**src/rtl/hazard_ctrl_if.sv**
```systemverilog
// Bundle between the pipeline datapath and hazard_ctrl: ID-stage fields in,
// stall/flush/forward controls and performance counters out.
interface hazard_ctrl_if #(
  parameter int REG_AW = 5,
  parameter int CNT_W  = 16
);
  logic              valid_ID;
  logic [REG_AW-1:0] rs1_ID;
  logic [REG_AW-1:0] rs2_ID;
  logic              rs1_used_ID;
  logic              rs2_used_ID;
  logic [REG_AW-1:0] rd_ID;
  logic              RegWrite_ID;
  logic              MemRead_ID;
  logic              branch_taken_EX;
  logic              PC_en;
  logic              en_IFID;
  logic              NOP_IFID;
  logic              NOP_IDEX;
  logic [1:0]        fwdA_EX;
  logic [1:0]        fwdB_EX;
  logic [CNT_W-1:0]  stall_cnt;
  logic [CNT_W-1:0]  flush_cnt;

  modport master (
    output valid_ID, rs1_ID, rs2_ID, rs1_used_ID, rs2_used_ID,
           rd_ID, RegWrite_ID, MemRead_ID, branch_taken_EX,
    input  PC_en, en_IFID, NOP_IFID, NOP_IDEX, fwdA_EX, fwdB_EX,
           stall_cnt, flush_cnt
  );

  modport slave (
    input  valid_ID, rs1_ID, rs2_ID, rs1_used_ID, rs2_used_ID,
           rd_ID, RegWrite_ID, MemRead_ID, branch_taken_EX,
    output PC_en, en_IFID, NOP_IFID, NOP_IDEX, fwdA_EX, fwdB_EX,
           stall_cnt, flush_cnt
  );
endinterface

```
**src/rtl/hazard_ctrl.sv**
```systemverilog
// Load-use/branch hazard and EX forwarding controller for the 5-stage pipeline.
// HZD_FORWARD_EN enables forwarding; without it every RAW against EX/MEM stalls.
module hazard_ctrl #(
  parameter int REG_AW = 5,
  parameter int CNT_W  = 16
) (
  input  logic          clk_HZD,
  input  logic          rst_HZD,
  hazard_ctrl_if.slave  hz
);

  localparam logic [CNT_W-1:0] CNT_ONE = {{(CNT_W-1){1'b0}}, 1'b1};

  logic [REG_AW-1:0] rd_EX, rs1_EX, rs2_EX, rd_MEM, rd_WB;
  logic              RegWrite_EX, MemRead_EX, RegWrite_MEM, RegWrite_WB;
  logic [CNT_W-1:0]  stall_cnt_q, flush_cnt_q;
  logic              raw_ex, raw_mem, stall, flush;

  function automatic logic src_hit(input logic wr, input logic [REG_AW-1:0] rd,
                                   input logic used, input logic [REG_AW-1:0] rs);
    return wr && (rd != '0) && used && (rs == rd);
  endfunction

  function automatic logic [1:0] fwd_sel(input logic [REG_AW-1:0] rs,
                                         input logic wr_m, input logic [REG_AW-1:0] rd_m,
                                         input logic wr_w, input logic [REG_AW-1:0] rd_w);
    if (src_hit(wr_m, rd_m, 1'b1, rs))      return 2'b01;
    else if (src_hit(wr_w, rd_w, 1'b1, rs)) return 2'b10;
    else                                    return 2'b00;
  endfunction

  assign raw_ex  = hz.valid_ID &&
                   (src_hit(RegWrite_EX, rd_EX, hz.rs1_used_ID, hz.rs1_ID) ||
                    src_hit(RegWrite_EX, rd_EX, hz.rs2_used_ID, hz.rs2_ID));
  assign raw_mem = hz.valid_ID &&
                   (src_hit(RegWrite_MEM, rd_MEM, hz.rs1_used_ID, hz.rs1_ID) ||
                    src_hit(RegWrite_MEM, rd_MEM, hz.rs2_used_ID, hz.rs2_ID));
  assign flush   = hz.branch_taken_EX;

`ifdef HZD_FORWARD_EN
  assign stall = raw_ex && MemRead_EX;
`else
  // Without forwarding a producer must reach WB; regfile writes before reads.
  assign stall = raw_ex || raw_mem;
`endif

  always_comb begin
    hz.PC_en    = 1'b1;
    hz.en_IFID  = 1'b1;
    hz.NOP_IFID = 1'b0;
    hz.NOP_IDEX = 1'b0;
    hz.fwdA_EX  = 2'b00;
    hz.fwdB_EX  = 2'b00;
    if (!rst_HZD) begin
      if (flush) begin
        hz.NOP_IFID = 1'b1;
        hz.NOP_IDEX = 1'b1;
      end else if (stall) begin
        hz.PC_en    = 1'b0;
        hz.en_IFID  = 1'b0;
        hz.NOP_IDEX = 1'b1;
      end
`ifdef HZD_FORWARD_EN
      hz.fwdA_EX = fwd_sel(rs1_EX, RegWrite_MEM, rd_MEM, RegWrite_WB, rd_WB);
      hz.fwdB_EX = fwd_sel(rs2_EX, RegWrite_MEM, rd_MEM, RegWrite_WB, rd_WB);
`endif
    end
  end

  always_ff @(posedge clk_HZD) begin
    if (rst_HZD) begin
      rd_EX        <= '0;
      rs1_EX       <= '0;
      rs2_EX       <= '0;
      RegWrite_EX  <= 1'b0;
      MemRead_EX   <= 1'b0;
      rd_MEM       <= '0;
      RegWrite_MEM <= 1'b0;
      rd_WB        <= '0;
      RegWrite_WB  <= 1'b0;
      stall_cnt_q  <= '0;
      flush_cnt_q  <= '0;
    end else begin
      rd_WB        <= rd_MEM;
      RegWrite_WB  <= RegWrite_MEM;
      rd_MEM       <= rd_EX;
      RegWrite_MEM <= RegWrite_EX;
      if (hz.NOP_IDEX || !hz.valid_ID) begin
        rd_EX       <= '0;
        rs1_EX      <= '0;
        rs2_EX      <= '0;
        RegWrite_EX <= 1'b0;
        MemRead_EX  <= 1'b0;
      end else begin
        rd_EX       <= hz.rd_ID;
        rs1_EX      <= hz.rs1_used_ID ? hz.rs1_ID : '0;
        rs2_EX      <= hz.rs2_used_ID ? hz.rs2_ID : '0;
        RegWrite_EX <= hz.RegWrite_ID;
        MemRead_EX  <= hz.MemRead_ID;
      end
      // A flush masks any coincident load-use, so only one counter moves.
      if (flush) begin
        if (flush_cnt_q != '1) flush_cnt_q <= flush_cnt_q + CNT_ONE;
      end else if (stall) begin
        if (stall_cnt_q != '1) stall_cnt_q <= stall_cnt_q + CNT_ONE;
      end
    end
  end

  assign hz.stall_cnt = stall_cnt_q;
  assign hz.flush_cnt = flush_cnt_q;

endmodule

```
**src/flat_wrapper.sv**
```systemverilog
// flat-port wrapper written by rule: the top's interface ports become plain ports
module hazard_ctrl_flat 
#(
  parameter int REG_AW = 5,
  parameter int CNT_W  = 16
)
  (clk_HZD, rst_HZD, hz_valid_ID, hz_rs1_ID, hz_rs2_ID, hz_rs1_used_ID, hz_rs2_used_ID, hz_rd_ID, hz_RegWrite_ID, hz_MemRead_ID, hz_branch_taken_EX, hz_PC_en, hz_en_IFID, hz_NOP_IFID, hz_NOP_IDEX, hz_fwdA_EX, hz_fwdB_EX, hz_stall_cnt, hz_flush_cnt);
  hazard_ctrl_if #(.REG_AW(REG_AW), .CNT_W(CNT_W)) hz_i ();
  input  logic clk_HZD;
  input  logic rst_HZD;
  input wire logic [$bits(hz_i.valid_ID)-1:0] hz_valid_ID;
  input wire logic [$bits(hz_i.rs1_ID)-1:0] hz_rs1_ID;
  input wire logic [$bits(hz_i.rs2_ID)-1:0] hz_rs2_ID;
  input wire logic [$bits(hz_i.rs1_used_ID)-1:0] hz_rs1_used_ID;
  input wire logic [$bits(hz_i.rs2_used_ID)-1:0] hz_rs2_used_ID;
  input wire logic [$bits(hz_i.rd_ID)-1:0] hz_rd_ID;
  input wire logic [$bits(hz_i.RegWrite_ID)-1:0] hz_RegWrite_ID;
  input wire logic [$bits(hz_i.MemRead_ID)-1:0] hz_MemRead_ID;
  input wire logic [$bits(hz_i.branch_taken_EX)-1:0] hz_branch_taken_EX;
  output wire logic [$bits(hz_i.PC_en)-1:0] hz_PC_en;
  output wire logic [$bits(hz_i.en_IFID)-1:0] hz_en_IFID;
  output wire logic [$bits(hz_i.NOP_IFID)-1:0] hz_NOP_IFID;
  output wire logic [$bits(hz_i.NOP_IDEX)-1:0] hz_NOP_IDEX;
  output wire logic [$bits(hz_i.fwdA_EX)-1:0] hz_fwdA_EX;
  output wire logic [$bits(hz_i.fwdB_EX)-1:0] hz_fwdB_EX;
  output wire logic [$bits(hz_i.stall_cnt)-1:0] hz_stall_cnt;
  output wire logic [$bits(hz_i.flush_cnt)-1:0] hz_flush_cnt;
  assign hz_i.valid_ID = hz_valid_ID;
  assign hz_i.rs1_ID = hz_rs1_ID;
  assign hz_i.rs2_ID = hz_rs2_ID;
  assign hz_i.rs1_used_ID = hz_rs1_used_ID;
  assign hz_i.rs2_used_ID = hz_rs2_used_ID;
  assign hz_i.rd_ID = hz_rd_ID;
  assign hz_i.RegWrite_ID = hz_RegWrite_ID;
  assign hz_i.MemRead_ID = hz_MemRead_ID;
  assign hz_i.branch_taken_EX = hz_branch_taken_EX;
  assign hz_PC_en = hz_i.PC_en;
  assign hz_en_IFID = hz_i.en_IFID;
  assign hz_NOP_IFID = hz_i.NOP_IFID;
  assign hz_NOP_IDEX = hz_i.NOP_IDEX;
  assign hz_fwdA_EX = hz_i.fwdA_EX;
  assign hz_fwdB_EX = hz_i.fwdB_EX;
  assign hz_stall_cnt = hz_i.stall_cnt;
  assign hz_flush_cnt = hz_i.flush_cnt;
  hazard_ctrl #(.REG_AW(REG_AW), .CNT_W(CNT_W)) u_core (.clk_HZD(clk_HZD), .rst_HZD(rst_HZD), .hz(hz_i));
endmodule
```
**config.mk**
```make
export PLATFORM = sky130hd
export DESIGN_NAME = hazard_ctrl_flat
export DESIGN_NICKNAME = d
export VERILOG_FILES = /design/src/rtl/hazard_ctrl_if.sv /design/src/rtl/hazard_ctrl.sv /design/src/flat_wrapper.sv
export SDC_FILE = /design/constraint.sdc
export NUM_CORES = 1
export LEC_CHECK = 0
export ABC_AREA = 1
export BUFFER_PORTS_ARGS = -buffer_cell sky130_fd_sc_hd__buf_2
export CAP_MARGIN = 20
export CORE_ASPECT_RATIO = 0.6
export CORE_MARGIN = 2
export CORE_UTILIZATION = 25
export CTS_CLUSTER_DIAMETER = 100
export DETAILED_ROUTE_END_ITERATION = 8
export GPL_ROUTABILITY_DRIVEN = 1
export PLACE_DENSITY = 0.55
export SLEW_MARGIN = 20
export SYNTH_ARGS = -nofsm -noshare
export SYNTH_HDL_FRONTEND = slang
export SYNTH_SLANG_ARGS = --single-unit
```
**constraint.sdc**
```tcl
create_clock -name clk_HZD -period 1.6 [get_ports clk_HZD]
set_input_delay 0.32 -clock clk_HZD [delete_from_list [all_inputs] [get_ports clk_HZD]]
set_output_delay 0.32 -clock clk_HZD [all_outputs]
set_load 0.005 [all_outputs]
```
======== Yosys cells after proc, flatten, opt, wreduce, memory -nomap -nowiden ========
Cells that the tools add are included.
word-level totals
  bits in read-only memories .............. 0
  flip-flop bits (word level) ............. 44
  bits in writable memories ............... 0
  input bits .............................. 23
  latch bits .............................. 0
  output and inout port bits .............. 40
  memories kept ........................... 0
cells by class
  multiply operators ...................... 0
  bitwise operators ....................... 1
  $add $sub $neg .......................... 2
  magnitude comparators ................... 0
  mux-type cells .......................... 8
  shift operators ......................... 0
  equal/unequal tests ..................... 6
  reduce and logical (&&, ||, !) cells .... 22
  divide/modulo/power cells ............... 0
operator list
  operator                 count
  $add A16 B1 Y16 const B  2
  $ne A16 B16 Y1 const B   2
  $eq A5 B5 Y1             4
  $logic_and A1 B1 Y1      12
  $reduce_bool A5 Y1       2
  $mux W1                  8
  $logic_or A1 B1 Y1       4
  $reduce_and A3 Y1        1
  $reduce_and A2 Y1        1
  $reduce_or A2 Y1         1
  $logic_not A1 Y1         1
  $not A1 Y1               1

======== Logic depth before layout (Yosys ltp) ========
Gate-level depths: netlist of run 1.
  word-level depth ........................ 12
  depth in mapped cells ................... 12
  gate-level depth less buffers ........... 12

======== Least setup slack after synthesis of run 1 ========
OpenSTA, ideal clock, no wires.
  kind .................................... reg2reg
  start ................................... reg u_core.stall_cnt_q[0], in the netlist u_core.hz.stall_cnt[0]
  end ..................................... reg u_core.stall_cnt_q[0], in the netlist u_core.hz.stall_cnt[0]
  arrival time ............................ 1.533 ns
  stages on the path, launching flop included .. 10
  clock period less this slack ............ 1.648 ns
  slack ................................... -0.048 ns
  data required time ...................... 1.485 ns
  path through ............................ dfxtp_1 -> ha_1 -> nand2_2 -> nor3b_4 -> nand3_2 -> nor2_2 -> nor2_2 -> buf_6 -> a21oi_1 -> nor2_1
on the way
  longest elaborated chain between the ends .. 2
ends and longest elaborated chain
  what                                                     RTL line            source
  from (decl)                                              hazard_ctrl.sv:16   logic [CNT_W-1:0] stall_cnt_q, flush_cnt_q;
  from (signal assigned)                                   hazard_ctrl.sv:105  if (stall_cnt_q != '1) stall_cnt_q <= stall_cnt_q + CNT_ONE;
  branches (longest 2 deep; another with $add A16 B1 Y16)  n/a
Several ways; the timed one is not identified.
A chain may end at the register's enable or synchronous reset.

======== Worst setup path in the final report of run 1 ========
  start ................................... reg u_core.rd_MEM[2]
  end ..................................... out hz_en_IFID
on the way
  longest elaborated chain between the ends .. 10
ends and longest elaborated chain
  what                              RTL line            source
  from (decl)                       hazard_ctrl.sv:14   logic [REG_AW-1:0] rd_EX, rs1_EX, rs2_EX, rd_MEM, rd_WB;
  from (signal assigned)            hazard_ctrl.sv:86   rd_MEM <= rd_EX;
  $reduce_bool A5 Y1                hazard_ctrl.sv:21   return wr && (rd != '0) && used && (rs == rd);
  $logic_and A1 B1 Y1 (3 in a row)  hazard_ctrl.sv:21
  $logic_or A1 B1 Y1 *              hazard_ctrl.sv:36   (src_hit(RegWrite_MEM, rd_MEM, hz.rs1_used_ID, hz.rs1_ID) ||
  $logic_and A1 B1 Y1 *             hazard_ctrl.sv:35   assign raw_mem = hz.valid_ID &&
  $logic_or A1 B1 Y1 *              hazard_ctrl.sv:44   assign stall = raw_ex || raw_mem;
  $mux W1 *                         hazard_ctrl.sv:58   end else if (stall) begin
  $mux W1 *                         hazard_ctrl.sv:55   if (flush) begin
  $mux W1 *                         hazard_ctrl.sv:54   if (!rst_HZD) begin
  to (decl)                         flat_wrapper.sv:21  output wire logic [$bits(hz_i.en_IFID)-1:0] hz_en_IFID;
Every way passes the cells marked *; elsewhere a longest branch is shown, timed or not.

==> qor.txt, run 1 <==
EDFF count, synth = 0
largest net degree at the start of global routing = 15
Critical Path Fanout Max = 3
grt ovf = 0
Arr. time, crit path = 1.53 ns
failing checks = negative setup slack
final period utilization = 1.16
First-pass DRT Iterations = 5
DRT Wirelength = 7840 um
max_cap viols = 0
top post-synthesis cells by area = dfxtp_1 (34%), nand2_1 (16%), nor2_1 (7.6%)
height of the die = 83.2 um
achievable frequency = 0.541 GHz
CTS tree = built
setup tns final = -0.794 ns
Layout Nets = 525
RSZ-0062 raised after global routing = true
mean routed wirelength per cell = 12.3 um
first-pass GRT wire length = 12,700 um
Final Slew Violations = 0
syn_area_per_cell = 6.50 um2
Final Skew = 0.00365 ns
gate count of the mapped netlist = 402
Final Power = 2.34 mW
Critical Path RT = 1.28 ns
GP Congestion = 0.892
Core Footprint = 10,000 um2
DRT iter0 DRCs = 189
peak supply drop = 0.000643 V
CTS clock-pin slew for the worst setup and hold paths = 0.06 ns
Min Clock Period, post-route = 1.85 ns
clk sinks = 44
port buffer count = 57
Std-Cell Rows = 28
Clk Latency, worst-skew pair = 0.28 ns
Initial Util = 0.261
Crit-path slowest cell = dfxtp_2
Top FF cell, synth = dfxtp_1
status = complete, but fails checks
die width = 136 um
Crit. End Element = output port
asr flop ratio synth = 0
CP most frequent cell = nand2_1
most frequent cell after synthesis = nand2_1
vias in the first global route = 2,635
#FFs+latches synth = 44
Critical Path Max Stage Delay = 0.35 ns
Max clock buf depth = 2
Seq/Total Area, Yosys = 0.337
area delta synth->final = 43.8%
HPWL Detailed = 5870 um
r2r endpoint = u_core.hz.stall_cnt[0]
critical setup path kind = flip-flop to output port
routing usage on met1 = 0.214
met3 GRT Util = 0.0324
worst r2r src = u_core.hz.stall_cnt[1]
CP startpoint kind = flip-flop
Top Usage Layer GRT = met1
Crit. Startpoint = u_core.rd_MEM[2]
Yosys top cell by area = dfxtp_1
DRC viols = 0
initial antenna violation count = 0
Yosys cell types = 31
n_diodes = 0
GRT Util Overall = 0.141
reg2reg path depth = 10
CTS Buf Count = 5
Die ar. = 11,300 um2
via count = 2,807
most frequent cells after synthesis = nand2_1 (112), nor2_1 (53), inv_1 (48)
Fillers = 1,092
Synth Warn # = 0
share of cells above drive strength 1 = 0.400
Cell Area, Synth = 2610 um2
I/O pin count = 63
Final Hold Vio Count = 0
Critical Path Sink = hz_en_IFID
CTS root buf = clkbuf_16
worst hold path type = input port to flip-flop
# H-tree levels = 2
PnR worst setup slack = -0.249 ns
worst-path cell chain = inv_2 -> nand2_1 -> nand2_1 -> nor2_1 -> nand3_1 -> nand2_1 -> nand2_1 -> nand2_2 -> nand3_2 -> buf_2
Setup-failing EPs final = 8
post-route ant nets = 0
top cell type's share of synthesized area = 0.337
hold_buf cts = 0
met2 global-route usage = 0.202
r2r setup slk = -0.04 ns
Leakage = 1.73 nW
Vias/cell = 4.42
PwrDens = 623 nW/um2
metrics by stage:
| step | hold slack, ns | instances | setup slack [ns] | utilization | instance area (um2) |
|---|---|---|---|---|---|
| floorplan | 0.400 | 405 | 0.0226 | - | 2630 |
| global placement | 0.416 | 623 | -0.0484 | 0.328 | 3290 |
| detailed placement | 0.413 | 623 | -0.0892 | 0.328 | 3290 |
| CTS | 0.237 | 635 | -0.230 | 0.358 | 3590 |
| global route | 0.245 | 635 | -0.371 | 0.375 | 3760 |
| finish | 0.238 | 635 | -0.249 | 0.375 | 3760 |
timing repair:
item,in CTS,in global routing
cloned,1,0
setup buffers,4,3
setup endpoints to repair,18,38
pin swaps,16,20
gates resized for setup,32,45
critical path: cells and delay by family (launching register included):
kind	cells	cell delay, ns
simple gates	8	0.70
flops	1	0.35
buf+inv	2	0.20
worst min path at each step:
stage / from / to / slack [ns] / depth (start not counted)
after floorplan: u_core.RegWrite_EX / u_core.RegWrite_MEM / 0.40 / 2
after global placement: u_core.RegWrite_EX / u_core.RegWrite_MEM / 0.42 / 2
after detailed placement: u_core.RegWrite_EX / u_core.RegWrite_MEM / 0.41 / 2
after CTS: hz_rd_ID[2] / u_core.rd_EX[2] / 0.24 / 3
after global routing: hz_rd_ID[0] / u_core.rd_EX[0] / 0.25 / 3
final: hz_rd_ID[2] / u_core.rd_EX[2] / 0.24 / 3
power breakdown:
group | switching, mW | leakage, nW | internal, mW
clock | 0.416 | 0.0667 | 0.568
sequential | 0.00980 | 0.365 | 1.11
combinational | 0.145 | 1.29 | 0.0922
total | 0.571 | 1.73 | 1.77
layout by cell type (no fill, tap or decap), types with 5 or more instances in the layout:
cell type  synthesis  routed
a21oi_1           17      12
a21oi_2           10      15
buf_2              1      57
buf_4              5      37
clkbuf_16          0       5
dfxtp_1           44      25
dfxtp_2            0      19
inv_1             48      47
inv_2              8       9
nand2_1          112     101
nand2_2            3      12
nand3_1           35      19
nand3_2            1      13
nand4_1            8       8
nor2_1            53      47
nor2_2             3       9
nor3_1             9       6
o21ai_0           10       8
o21ai_1            4       5
xnor2_1            6       6
xor2_1             7       7
state kept, by name (all words and copies together) (netlist names):
register	flops
u_core.RegWrite_EX	1
u_core.RegWrite_MEM	1
u_core.hz.flush_cnt	16
u_core.hz.stall_cnt	16
u_core.rd_EX	5
u_core.rd_MEM	5
routing by layer:
metal	part of all wire	wire length (um)
met5	0	0
met4	0.0083	65
met3	0.056	439
met2	0.40	3170
met1	0.53	4160
cell families (layout without fill, tap and decap cells):
group | count (synthesis) | in the layout | synth area share
AOI/OAI and AO/OA | 45 | 45 | 0.103
buffers and inverters | 69 | 163 | 0.127
and+or+nand+nor | 228 | 229 | 0.377
DFF | 44 | 44 | 0.337
other | 1 | 4 | 0.00144
adders and majority gates | 2 | 2 | 0.00958
xor gates and xnor gates | 13 | 13 | 0.0436
area by class of cell:
class                           instances  area (um2)  share of cell area
Clock buffer                            6         129              0.0343
Clock inverter                          1        5.00             0.00133
Inverter                               56         210              0.0559
Multi-Input combinational cell        293        1670               0.446
Sequential cell                        44         905               0.241
Tap cell                              135         169              0.0450
Timing Repair Buffer                  100         666               0.177
Power figures use the tool's default switching activity.
==> run 2: changes to the inputs <==
Settings changed: MAX_ROUTING_LAYER set to met4.
==> qor.txt, run 2 (synthesis results as in run 1) <==
commonest non-fill, non-tap cell in the layout = nand2_1
Setup-failing EPs final = 10 (+2)
initial antenna violation count = 0 (unchanged)
CP startpoint kind = flip-flop
First-pass DRT Iterations = 5 (unchanged)
minimum hold slack = 0.239 ns (+0.000816 ns)
DRC viols = 0 (unchanged)
post-route ant nets = 0 (unchanged)
status = complete, but fails checks
Post-DP Area = 3290 um2 (unchanged)
Max clock buf depth = 2 (unchanged)
Final Power = 2.34 mW (about the same)
HPWL Detailed = 5870 um (unchanged)
most frequent cells in the layout = nand2_1 (101), buf_2 (57), inv_1 (47), nor2_1 (47), buf_4 (37)
DRT iter0 DRCs = 144 (-24%)
design area = 3750 um2 (-0.13%)
mean routed wirelength per cell = 12.3 um (-0.19%)
clk sinks = 44 (unchanged)
final period utilization = 1.16 (+0.00677)
fin cells = 635 (unchanged)
setup tns final = -0.828 ns (-0.0335 ns)
dpl cells = 623 (unchanged)
Layout Nets = 525 (unchanged)
max_cap viols = 0 (unchanged)
failing checks = negative setup slack
height of the die = 83.2 um (unchanged)
largest net degree at the start of global routing = 15 (unchanged)
share of cells above drive strength 1 = 0.398 (-0.00200)
worst hold path type = input port to flip-flop
Final Hold Vio Count = 0 (unchanged)
critical setup path kind = flip-flop to output port
PwrDens = 624 nW/um2 (about the same)
Setup WS pre-CTS = -0.0892 ns (unchanged)
CTS tree = built
Final Skew = 0.00394 ns (+0.000290 ns)
port buffer count = 57 (unchanged)
die width = 136 um (unchanged)
CTS Buf Count = 5 (unchanged)
grt ovf = 0 (unchanged)
# H-tree levels = 2 (unchanged)
via count = 2,809 (+0.071%)
Critical Path Fanout Max = 3 (unchanged)
Core Util, Final = 0.375 (-0.000500)
n_diodes = 0 (unchanged)
Final Slew Violations = 0 (unchanged)
Crit. End Element = output port
DRT Wirelength = 7820 um (-0.19%)
Initial Util = 0.261 (unchanged)
Std-Cell Rows = 28 (unchanged)
Core Footprint = 10,000 um2 (unchanged)
CTS root buf = clkbuf_16
vias in the first global route = 2,641 (+0.23%)
area delta synth->final = 43.6%
achievable frequency = 0.538 GHz (-0.58%)
Critical Path RT = 1.28 ns (about the same)
Leakage = 1.73 nW (about the same)
CTS clock-pin slew for the worst setup and hold paths = 0.06 ns (about the same)
Clk Latency, worst-skew pair = 0.28 ns (about the same)
Vias/cell = 4.42 (about the same)
peak supply drop = 0.000642 V (-0.12%)
GP Congestion = 0.907 (+1.7%)
PnR worst setup slack = -0.260 ns (-0.0108 ns)
RSZ-0062 raised after global routing = true
Arr. time, crit path = 1.54 ns (about the same)
Die ar. = 11,300 um2 (unchanged)
GRT Util Overall = 0.145 (+0.00375)
Min Clock Period, post-route = 1.86 ns (+0.0108 ns)
I/O pin count = 63 (unchanged)
first-pass GRT wire length = 12,700 um (-0.10%)
-- run 2: cell count changes in the layout (fill, tap and decap cells not counted) --
cell,previous run,this run
nand3_1,19,20
nand3_2,13,12
-- run 2: critical path: stages, from the launching register on --
cell and delay, ns:
dfxtp_2 0.35, inv_2 0.05, nand2_1 0.05, nand2_1 0.04, nor2_1 0.13, nand3_1 0.10
nand2_1 0.10, nand2_1 0.07, nand2_2 0.11, nand3_2 0.10, buf_2 0.15
-- run 2: repair_timing --
action / in CTS / in global routing
gates cloned: 1 / 0
endpoints found under the hold margin: 0 / 0
resized for setup: 32 / 44
pin swaps: 16 / 20
hold buffers: 0 / 0
endpoints found under the setup margin: 18 / 38
buffers inserted: 4 / 3
-- run 2: worst paths after layout --
| check | start | end | slack, ns | depth (start not counted) |
|---|---|---|---|---|
| worst min-delay path | hz_rd_ID[2] | u_core.rd_EX[2] | 0.24 | 3 |
| worst max-delay path | u_core.rd_MEM[2] | hz_en_IFID | -0.26 | 10 |
| worst max register to register | u_core.hz.stall_cnt[1] | u_core.hz.stall_cnt[0] | -0.04 | 10 |
| worst min register to register | u_core.RegWrite_EX | u_core.RegWrite_MEM | 0.42 | 2 |
-- run 2: report_power, final --
group          leakage [nW]  switching [mW]  internal, mW  total (mW)
Clock                0.0667           0.414         0.568       0.982
Combinational          1.29           0.146        0.0922       0.238
Sequential            0.365         0.00992          1.11        1.12
Total                  1.73           0.570          1.77        2.34
-- run 2: routing by layer --
layer | GRT usage | vias up | wire, um
li1 | - | 1461 | -
met5 | - | - | 0
met4 | 0.0256 | 0 | 60
met3 | 0.0317 | 4 | 411
met2 | 0.202 | 63 | 3160
met1 | 0.213 | 1281 | 4180
-- run 2: area by class of cell --
cell class	instances	area (um2)
Fill cell	1093	6270
Sequential cell	44	905
Clock buffer	6	129
Tap cell	135	169
Timing Repair Buffer	100	666
Clock inverter	1	5.00
Multi-Input combinational cell	293	1670
Inverter	56	210
